**src/rtl/dac_spi_tx_if.sv**
```systemverilog
// Sample/handshake and SPI pin bundle between the waveform generator, dac_spi_tx and the external DAC.
interface dac_spi_tx_if;
    logic [15:0] sample;
    logic        enable;
    logic        frame_start;
    logic        busy;
    logic        dac_sclk;
    logic        dac_cs_n;
    logic        dac_mosi;
    logic        dac_ldac_n;

    modport master (
        input  sample,
        input  enable,
        output frame_start,
        output busy,
        output dac_sclk,
        output dac_cs_n,
        output dac_mosi,
        output dac_ldac_n
    );

    modport slave (
        output sample,
        output enable,
        input  frame_start,
        input  busy,
        input  dac_sclk,
        input  dac_cs_n,
        input  dac_mosi,
        input  dac_ldac_n
    );
endinterface

```
**src/rtl/dac_spi_tx.sv**
```systemverilog
// Serialises one 16-bit sample per frame to an SPI DAC (CS framing, SCLK, MSB-first MOSI, LDAC strobe).
// Every output is a flop loaded with the value belonging to the state being entered.
module dac_spi_tx #(
    parameter int CLK_DIV   = 2,
    parameter int GAP_CYC   = 4,
    parameter bit TWOS_COMP = 1'b0
) (
    input  logic         clk,
    input  logic         rst_n,
    dac_spi_tx_if.master bus
);

    localparam logic [7:0]  DIV_LAST = 8'(CLK_DIV - 1);
    localparam logic [7:0]  GAP_LAST = 8'(GAP_CYC - 1);
    localparam logic [15:0] MSB_FLIP = {TWOS_COMP, 15'd0};

    typedef enum logic [2:0] {
        IDLE,
        LOAD,
        SHIFT,
        GAP,
        LDAC
    } state_t;

    state_t      state_q, state_d;
    logic [7:0]  div_q, div_d;
    logic [3:0]  bit_q, bit_d;
    logic [7:0]  gap_q, gap_d;
    logic [15:0] shreg_q, shreg_d;
    logic        sclk_q, sclk_d;
    logic        cs_n_q, cs_n_d;
    logic        mosi_q, mosi_d;
    logic        ldac_n_q, ldac_n_d;
    logic        busy_q, busy_d;
    logic        frame_start_q, frame_start_d;

    logic [15:0] load_word;
    logic        start_load;

    assign load_word = bus.sample ^ MSB_FLIP;

    always_ff @(posedge clk or negedge rst_n) begin
        if (!rst_n) begin
            state_q       <= IDLE;
            div_q         <= '0;
            bit_q         <= '0;
            gap_q         <= '0;
            shreg_q       <= '0;
            sclk_q        <= 1'b0;
            cs_n_q        <= 1'b1;
            mosi_q        <= 1'b0;
            ldac_n_q      <= 1'b1;
            busy_q        <= 1'b0;
            frame_start_q <= 1'b0;
        end else begin
            state_q       <= state_d;
            div_q         <= div_d;
            bit_q         <= bit_d;
            gap_q         <= gap_d;
            shreg_q       <= shreg_d;
            sclk_q        <= sclk_d;
            cs_n_q        <= cs_n_d;
            mosi_q        <= mosi_d;
            ldac_n_q      <= ldac_n_d;
            busy_q        <= busy_d;
            frame_start_q <= frame_start_d;
        end
    end

    always_comb begin
        state_d       = state_q;
        div_d         = div_q;
        bit_d         = bit_q;
        gap_d         = gap_q;
        shreg_d       = shreg_q;
        sclk_d        = sclk_q;
        cs_n_d        = cs_n_q;
        mosi_d        = mosi_q;
        ldac_n_d      = 1'b1;
        busy_d        = busy_q;
        frame_start_d = 1'b0;
        start_load    = 1'b0;

        case (state_q)
            IDLE: begin
                start_load = bus.enable;
            end
            LOAD: begin
                state_d = SHIFT;
                div_d   = '0;
                bit_d   = '0;
            end
            SHIFT: begin
                if (div_q == DIV_LAST) begin
                    div_d  = '0;
                    sclk_d = ~sclk_q;
                    // A falling SCLK edge is where the next bit is presented, so MOSI holds through each high phase.
                    if (sclk_q) begin
                        if (bit_q == 4'd15) begin
                            state_d = GAP;
                            gap_d   = '0;
                            sclk_d  = 1'b0;
                            cs_n_d  = 1'b1;
                            mosi_d  = 1'b0;
                        end else begin
                            shreg_d = shreg_q << 1;
                            mosi_d  = shreg_q[14];
                            bit_d   = bit_q + 4'd1;
                        end
                    end
                end else begin
                    div_d = div_q + 8'd1;
                end
            end
            GAP: begin
                if (gap_q == GAP_LAST) begin
                    state_d  = LDAC;
                    ldac_n_d = 1'b0;
                end else begin
                    gap_d = gap_q + 8'd1;
                end
            end
            LDAC: begin
                if (bus.enable) begin
                    start_load = 1'b1;
                end else begin
                    state_d = IDLE;
                    busy_d  = 1'b0;
                end
            end
            default: begin
                state_d = IDLE;
                sclk_d  = 1'b0;
                cs_n_d  = 1'b1;
                mosi_d  = 1'b0;
                busy_d  = 1'b0;
            end
        endcase

        // Entered from IDLE or straight from LDAC, so back-to-back frames need no idle cycle.
        if (start_load) begin
            state_d       = LOAD;
            shreg_d       = load_word;
            mosi_d        = load_word[15];
            cs_n_d        = 1'b0;
            sclk_d        = 1'b0;
            busy_d        = 1'b1;
            frame_start_d = 1'b1;
        end
    end

    assign bus.frame_start = frame_start_q;
    assign bus.busy        = busy_q;
    assign bus.dac_sclk    = sclk_q;
    assign bus.dac_cs_n    = cs_n_q;
    assign bus.dac_mosi    = mosi_q;
    assign bus.dac_ldac_n  = ldac_n_q;

endmodule

```
**src/flat_wrapper.sv**
```systemverilog
// flat-port wrapper written by rule: the top's interface ports become plain ports
module dac_spi_tx_flat 
#(
    parameter int CLK_DIV   = 2,
    parameter int GAP_CYC   = 4,
    parameter bit TWOS_COMP = 1'b0
)
  (clk, rst_n, bus_sample, bus_enable, bus_frame_start, bus_busy, bus_dac_sclk, bus_dac_cs_n, bus_dac_mosi, bus_dac_ldac_n);
  dac_spi_tx_if bus_i ();
  input  logic clk;
  input  logic rst_n;
  input wire logic [$bits(bus_i.sample)-1:0] bus_sample;
  input wire logic [$bits(bus_i.enable)-1:0] bus_enable;
  output wire logic [$bits(bus_i.frame_start)-1:0] bus_frame_start;
  output wire logic [$bits(bus_i.busy)-1:0] bus_busy;
  output wire logic [$bits(bus_i.dac_sclk)-1:0] bus_dac_sclk;
  output wire logic [$bits(bus_i.dac_cs_n)-1:0] bus_dac_cs_n;
  output wire logic [$bits(bus_i.dac_mosi)-1:0] bus_dac_mosi;
  output wire logic [$bits(bus_i.dac_ldac_n)-1:0] bus_dac_ldac_n;
  assign bus_i.sample = bus_sample;
  assign bus_i.enable = bus_enable;
  assign bus_frame_start = bus_i.frame_start;
  assign bus_busy = bus_i.busy;
  assign bus_dac_sclk = bus_i.dac_sclk;
  assign bus_dac_cs_n = bus_i.dac_cs_n;
  assign bus_dac_mosi = bus_i.dac_mosi;
  assign bus_dac_ldac_n = bus_i.dac_ldac_n;
  dac_spi_tx #(.CLK_DIV(CLK_DIV), .GAP_CYC(GAP_CYC), .TWOS_COMP(TWOS_COMP)) u_core (.clk(clk), .rst_n(rst_n), .bus(bus_i));
endmodule
```
**config.mk**
```make
export PLATFORM = sky130hd
export DESIGN_NAME = dac_spi_tx_flat
export DESIGN_NICKNAME = d
export VERILOG_FILES = /design/src/rtl/dac_spi_tx_if.sv /design/src/rtl/dac_spi_tx.sv /design/src/flat_wrapper.sv
export SDC_FILE = /design/constraint.sdc
export NUM_CORES = 1
export LEC_CHECK = 0
export BUFFER_PORTS_ARGS = -buffer_cell sky130_fd_sc_hd__buf_2
export CAP_MARGIN = 20
export CORE_ASPECT_RATIO = 1.25
export CORE_MARGIN = 3
export CORE_UTILIZATION = 30
export CTS_CLUSTER_DIAMETER = 50
export DETAILED_ROUTE_END_ITERATION = 12
export GPL_ROUTABILITY_DRIVEN = 0
export PLACE_DENSITY = 0.56
export SLEW_MARGIN = 25
export SYNTH_ARGS = -nofsm -noshare
export SYNTH_HDL_FRONTEND = slang
export SYNTH_SLANG_ARGS = --single-unit
export TNS_END_PERCENT = 20
```
**constraint.sdc**
```tcl
create_clock -name clk -period 5.15 [get_ports clk]
set_clock_uncertainty 0.15 [all_clocks]
set_input_delay 0.515 -clock clk [delete_from_list [all_inputs] [get_ports clk]]
set_output_delay 0.515 -clock clk [all_outputs]
set_load 0.03 [all_outputs]
```
==> results of run 1 <==
==> report_power, final <==
part | total (mW) | switching (mW) | internal (mW)
logic | 0.0135 | 0.00847 | 0.00507
registers | 0.345 | 0 | 0.345
clock network | 0.269 | 0.125 | 0.144
==> layout make-up <==
cell class                      instances  area, sq um
Clock buffer                            5         68.8
Clock inverter                          3         42.5
Fill cell                             747         4890
Inverter                               10         37.5
Multi-Input combinational cell        155         1200
Sequential cell                        44         1100
Tap cell                               92          115
Timing Repair Buffer                   24          123
==> kinds of logic after synthesis <==
kind of cell	Yosys count	synth area share
AND/OR/NAND/NOR	70	0.183
AO/OA/AOI/OAI	51	0.158
adder cells (fa/ha/maj)	4	0.0209
flip-flops	44	0.462
buffers and inverters	18	0.0377
multiplexers	28	0.132
XOR/XNOR	2	0.00733
==> per-stage QoR <==
stage	instances	utilization	hold slack [ns]	worst slack [ns]	cell area [sq um]
detailed placement	325	0.340	0.326	2.52	2570
floorplan	217	-	0.0694	3.07	2390
finish	333	0.355	0.0536	2.57	2690
global placement	325	0.340	0.334	2.56	2570
CTS	333	0.354	0.259	2.52	2680
global route	333	0.355	0.0783	2.27	2690
==> worst register-to-register path, cell delays in order, from the launching register on <==
cell     delay (ns)
dfrtp_1        0.77
nor2_1         0.12
nand2_1        0.49
inv_1          0.24
a21o_2         0.38
mux2_2         0.32
==> how the worst min path moves through the flow <==
| stage | startpoint | endpoint | slack [ns] | cells past startpoint |
|---|---|---|---|---|
| after global routing | rst_n | u_core.div_q[4]$_DFFE_PN0P_ | 0.08 | 1 |
| after floorplan | rst_n | u_core.bit_q[0]$_DFFE_PN0P_ | 0.07 | 0 |
| after detailed placement | u_core.bus.busy$_DFFE_PN0P_ | u_core.bus.busy$_DFFE_PN0P_ | 0.33 | 1 |
| final | rst_n | u_core.div_q[7]$_DFFE_PN0P_ | 0.05 | 1 |
| after global placement | u_core.shreg_q[6]$_DFFE_PN0P_ | u_core.shreg_q[6]$_DFFE_PN0P_ | 0.33 | 1 |
| after CTS | rst_n | u_core.div_q[4]$_DFFE_PN0P_ | 0.26 | 1 |
==> flip-flops by register name, summed over array words and instances (netlist names) <==
register                flops
u_core.bus.busy             1
u_core.bus.dac_cs_n         1
u_core.bit_q                4
u_core.div_q                8
u_core.bus.dac_ldac_n       1
u_core.gap_q                8
u_core.bus.dac_sclk         1
u_core.state_q              3
u_core.shreg_q             15
u_core.bus.dac_mosi         1
u_core.bus.frame_start      1
==> cell usage after synthesis (3+ instances only) <==
library cell / count / area share
dfrtp_1: 42 / 0.44
mux2_2: 28 / 0.13
o21ai_0: 16 / 0.034
nand2_1: 13 / 0.020
nand3_1: 12 / 0.025
inv_1: 10 / 0.016
nand3b_1: 9 / 0.028
a21oi_1: 6 / 0.013
and3_1: 6 / 0.016
nor2_1: 5 / 0.0079
o211ai_2: 5 / 0.026
ha_1: 4 / 0.021
a211oi_1: 3 / 0.0094
and2_1: 3 / 0.0079
o41ai_1: 3 / 0.011
==> metal layers <==
metal	vias to the layer above	share of wire	global-route usage
met5	-	0	0
met4	0	0.014	0.0441
met3	7	0.043	0.0281
met2	31	0.47	0.176
met1	832	0.47	0.145
li1	852	-	-
==> out/metrics.csv, run 1 <==
stage;metric;value;unit
outcome;status;completed;
floorplanning;coreArea;7580;sq um
grt;grt_util_all_layers;0.111;
logic_synthesis;synth_area_per_cell;11.0;sq um
sta;period_needed;2.58;ns
critical_path;worstPathArrival;2.62;ns
floorplanning;die_h;106;um
critical_path;crit_cells;5;
place;dp_hpwl;3280;um
floorplanning;ios;25;
place;io_buffers;24;
layout;area_delta_synth_final;12.4;%
clock_network;htree_levels;2;
critical_path;cp.buffers_inverters;1;
clock_network;hold_buffers;0;
critical_path;cp_slowest_stage_delay;0.77;ns
critical_path;crit_slowest_cell;dfrtp_1;
clock_network;clkLatencyLatePin;0.30;ns
logic_synthesis;synthCells;217;
floorplanning;dieWidth;85.8;um
layout;drive_gt1_frac;0.320;
critical_path;crit_path_start;u_core.state_q[0]$_DFFE_PN0P_;
sta;drv_slew;0;
layout;layout_commonest_cell;dfrtp_1;
drt;via_per_inst;5.17;
drt;ant_nets;0;
floorplanning;dieArea;9080;sq um
logic_synthesis;synthDistinctLibCells;51;
critical_path;critPathRequiredTime;5.19;ns
layout;fin_nets;263;
critical_path;endpoint;u_core.shreg_q[7]$_DFFE_PN0P_;
critical_path;reg2reg_to;u_core.shreg_q[7]$_DFFE_PN0P_;
sta;fin_tns_setup;0;ns
critical_path;cp_max_fo;23;
floorplanning;start_util;0.315;
critical_path;criticalPathCategory;flip-flop to flip-flop;
logic_synthesis;yosys_register_bits;44;
hold_path;min_path_type;input port to asynchronous set/reset pin;
sta;rsz0062_at_grt;no;
critical_path;r2r-start;u_core.state_q[0]$_DFFE_PN0P_;
job;drv_cap;0;
clock_network;cts_tree;yes;
critical_path;critPathTopFamily;flip-flops;
clock_network;clock-root-buffer;clkbuf_8;
sta;slew_headroom;0.565;
clock_network;clkSinkCount;44;
sta;finalSetupViolations;0;
critical_path;reg2regPathDepth;5;
grt;grt_pass1_wl;8250;um
sta;worst_slew_pin_slew;0.652;ns
power;irDropWorstVdd;0.149;mV
critical_path;critPathLaunchType;flip-flop;
grt;antenna_found_initial;0;
logic_synthesis;seq_area_frac_synth;0.462;
grt;grt_max_degree;45;
grt;grt_pass1_vias;1752;
clock_network;cts_resized;0;
logic_synthesis;yosysWarnings;0;
layout;n_antenna_cell;0;
drt;drc;0;
sta;hold_viol;0;
critical_path;r2r_setup_slack;2.57;ns
drt;vias;1722;
drt;finalWirelength;4680;um
grt;grt_overflow;0;
logic_synthesis;synth_edf_count;0;
drt;wl_per_cell;14.0;um
sta;fmax;388;MHz
power;power.leakage;1.22;nW
drt;drt_iter0_drc;91;
critical_path;endpoint_kind;flip-flop;
critical_path;cp_cell_sequence;nor2_1 -> nand2_1 -> inv_1 -> a21o_2 -> mux2_2;
logic_synthesis;synth-main-ff-cell;dfrtp_1;
clock_network;numCtsBuffers;5;
logic_synthesis;synth_nets;240;
layout;final_cell_mix;42 x dfrtp_1, 28 x mux2_2, 23 x buf_2, 16 x o21ai_0, 13 x nand2_1;
floorplanning;num_rows;35;
power;power;0.628;mW
clock_network;clkTransAtPathRegs;0.09;ns
clock_network;postCtsSetupRepairBufs;0;
power;p_per_area;234;nW/um^2
logic_synthesis;async_flop_share;1.00;
logic_synthesis;netlist_area;2390;sq um
sta;min_period_over_period;0.500;
clock_network;cts_buffer_depth;2;
drt;first_pass_iters;4;
No activity file was read; power rests on OpenSTA's default activity.
==> run 2, diff against run 1 <==
- clock period: 5.15 -> 2.5 ns (I/O delays scaled with it)
==> run 2 against run 1 <==
  * Combinational power increased by 130%
  * Sequential cell count unchanged
  * Design area increased by 2.6%
  * Sequential share of layout area decreased by 1.0 points
  * Global-route usage increased by 0.56 points
  * Die area unchanged
  * Utilization increased by 0.91 points
  * Cell count increased by 3.3%
  * Routed wire length increased by 2.5%
  * Highest routed layer unchanged
==> out/metrics.csv, run 2 (synthesis results as in run 1) <==
stage;metric;value;unit;change
sta;fin_tns_setup;0;ns;unchanged
sta;period_needed;2.16;ns;was 2.58 ns
floorplanning;coreArea;7580;sq um;unchanged
power;power.leakage;1.26;nW;was 1.22 nW
floorplanning;die_h;106;um;unchanged
drt;drt_iter0_drc;79;;was 91
clock_network;clkLatencyLatePin;0.30;ns;about the same
outcome;status;completed;;unchanged
critical_path;cp.buffers_inverters;0;;was 1
drt;ant_nets;0;;unchanged
sta;setup_slack;0.338;ns;was 2.57 ns
place;dpl_worst_slack;0.362;ns;was 2.52 ns
critical_path;crit_slowest_cell;or4b_4;;was dfrtp_1
clock_network;cts_resized;0;;unchanged
hold_path;min_path_type;input port to flip-flop;;was input port to asynchronous set/reset pin
critical_path;cp_max_fo;7;;was 23
hold_path;whs_endpoint;u_core.shreg_q[0]$_DFFE_PN0P_;;
drt;vias;1766;;was 1,722
grt;grt_pass1_wl;8680;um;was 8250 um
critical_path;critPathLaunchType;flip-flop;;unchanged
drt;met1Wirelength;2250;um;was 2190 um
layout;regMostFlops;u_core.shreg_q;;unchanged
clock_network;numCtsBuffers;5;;unchanged
clock_network;cts_tree;yes;;unchanged
sta;fmax;462;MHz;was 388 MHz
critical_path;critPathTopFamily;simple AND/OR/NAND/NOR gates;;was flip-flops
critical_path;r2r-start;u_core.gap_q[0]$_DFFE_PN0P_;;was u_core.state_q[0]$_DFFE_PN0P_
sta;slew_headroom;0.637;;was 0.565
layout;multiInputGateArea;1200;sq um;unchanged
layout;reg.largest.list;u_core.shreg_q x15, u_core.div_q x8, u_core.gap_q x8;;unchanged
floorplanning;ios;25;;unchanged
clock_network;clkSinkCount;44;;unchanged
drt;wl_met3;222;um;was 202 um
critical_path;worstPathArrival;2.19;ns;was 2.62 ns
grt;grt_pass1_vias;1766;;was 1,752
layout;fin_nets;274;;was 263
layout;layout_commonest_cell;dfrtp_1;;unchanged
drt;wl_met2;2240;um;was 2210 um
clock_network;cts_buffer_depth;2;;unchanged
job;drv_cap;0;;unchanged
critical_path;reg2reg_to;u_core.gap_q[7]$_DFFE_PN0P_;;was u_core.shreg_q[7]$_DFFE_PN0P_
clock_network;postCtsSetupRepairBufs;0;;unchanged
drt;finalWirelength;4790;um;was 4680 um
floorplanning;num_rows;35;;unchanged
critical_path;criticalPathCategory;flip-flop to flip-flop;;unchanged
layout;final_cell_mix;42 x dfrtp_1, 28 x mux2_2, 24 x buf_2, 16 x o21ai_0, 13 x nand2_1;;was 42 x dfrtp_1, 28 x mux2_2, 23 x buf_2, 16 x o21ai_0, 13 x nand2_1
drt;drc;0;;unchanged
sta;rsz0062_at_grt;no;;unchanged
critical_path;r2r_setup_slack;0.34;ns;was 2.57 ns
drt;first_pass_iters;4;;unchanged
layout;n_antenna_cell;0;;unchanged
clock_network;hold_buffers;1;;was 0
drt;wl_per_cell;13.9;um;was 14.0 um
grt;grt_overflow;0;;unchanged
drt;via_per_inst;5.13;;was 5.17
sta;min_period_over_period;0.865;;was 0.500
grt;grt_max_degree;24;;was 45
hold_path;hp-start;bus_sample[0];;
layout;seq_area;1100;sq um;unchanged
sta;worst_slew_pin_slew;0.537;ns;was 0.652 ns
floorplanning;dieArea;9080;sq um;unchanged
critical_path;reg2regPathDepth;5;;unchanged
clock_network;clkTransAtPathRegs;0.09;ns;about the same
place;io_buffers;24;;unchanged
layout;largest_register_ffs;15;;unchanged
critical_path;cp_cell_sequence;ha_1 -> or4b_4 -> o41ai_4 -> and2_1 -> o211ai_2;;was nor2_1 -> nand2_1 -> inv_1 -> a21o_2 -> mux2_2
grt;antenna_found_initial;0;;unchanged
place;dp_hpwl;3450;um;was 3280 um
floorplanning;start_util;0.315;;unchanged
critical_path;cp_slowest_stage_delay;0.50;ns;was 0.77 ns
layout;num-fill-cells;751;;was 747
grt;grt_util_all_layers;0.117;;was 0.111
critical_path;critPathRequiredTime;2.52;ns;was 5.19 ns
layout;drive_gt1_frac;0.345;;was 0.320
floorplanning;dieWidth;85.8;um;unchanged
sta;finalSetupViolations;0;;unchanged
layout;area_delta_synth_final;15.3;%;was 12.4%
power;p_per_area;443;nW/um^2;was 234 nW/um^2
sta;hold_viol;0;;unchanged
power;irDropWorstVdd;0.351;mV;was 0.149 mV
clock_network;clock-root-buffer;clkbuf_8;;unchanged
critical_path;endpoint_kind;flip-flop;;unchanged
hold_path;whs_path_depth;3;;
clock_network;htree_levels;2;;unchanged
sta;drv_slew;0;;unchanged
drt;top_layer;met4;;unchanged
[run 2: worst register-to-register path, cell delays in order (launching register included)]
cell and delay, ns:
dfrtp_1 0.39, ha_1 0.22, or4b_4 0.50, o41ai_4 0.23
and2_1 0.42, o211ai_2 0.14
[run 2: how the worst max path moves through the flow]
| stage | from | end | cells past startpoint |
|---|---|---|---|
| finish | u_core.gap_q[0]$_DFFE_PN0P_ | u_core.gap_q[7]$_DFFE_PN0P_ | 5 |
| global route | u_core.state_q[0]$_DFFE_PN0P_ | u_core.shreg_q[3]$_DFFE_PN0P_ | 6 |
| CTS | u_core.gap_q[0]$_DFFE_PN0P_ | u_core.gap_q[7]$_DFFE_PN0P_ | 5 |
| detailed placement | u_core.state_q[0]$_DFFE_PN0P_ | u_core.shreg_q[5]$_DFFE_PN0P_ | 4 |
| global placement | u_core.state_q[0]$_DFFE_PN0P_ | u_core.shreg_q[5]$_DFFE_PN0P_ | 4 |
| floorplan | u_core.gap_q[0]$_DFFE_PN0P_ | u_core.gap_q[2]$_DFFE_PN0P_ | 6 |
[run 2: layout make-up]
class	instances	share of cell area
repair buffers	35	0.0745
clock buffers	6	0.0300
well taps	92	0.0418
clock inverters	2	0.00545
inverters	10	0.0136
flip-flops and latches	44	0.401
multi-input cells	155	0.434
[run 2: stage by stage]
stage / cells / total power, mW / area, sq um / hold WS, ns / util
2_1_floorplan: 217 / 0.726 / 2390 / -0.196 / -
3_3_place_gp: 335 / 0.757 / 2650 / -0.0165 / 0.349
3_5_place_dp: 335 / 0.757 / 2650 / -0.0175 / 0.349
4_1_cts: 344 / 1.24 / 2760 / 0.00668 / 0.364
5_1_grt: 344 / 1.27 / 2760 / 0.00506 / 0.364
6_report: 344 / 1.22 / 2760 / 0.0149 / 0.364
[run 2: report_power, final]
| group | total (mW) | internal, mW | switching, mW |
|---|---|---|---|
| sequential | 0.711 | 0.711 | 0 |
| clock | 0.478 | 0.224 | 0.254 |
| combinational | 0.0315 | 0.0130 | 0.0184 |
[run 2: routing by layer]
layer | vias to the layer above | GRT usage
li1 | 874 | -
met1 | 853 | 0.151
met2 | 34 | 0.187
met3 | 5 | 0.0297
met4 | 0 | 0.0441
met5 | - | 0
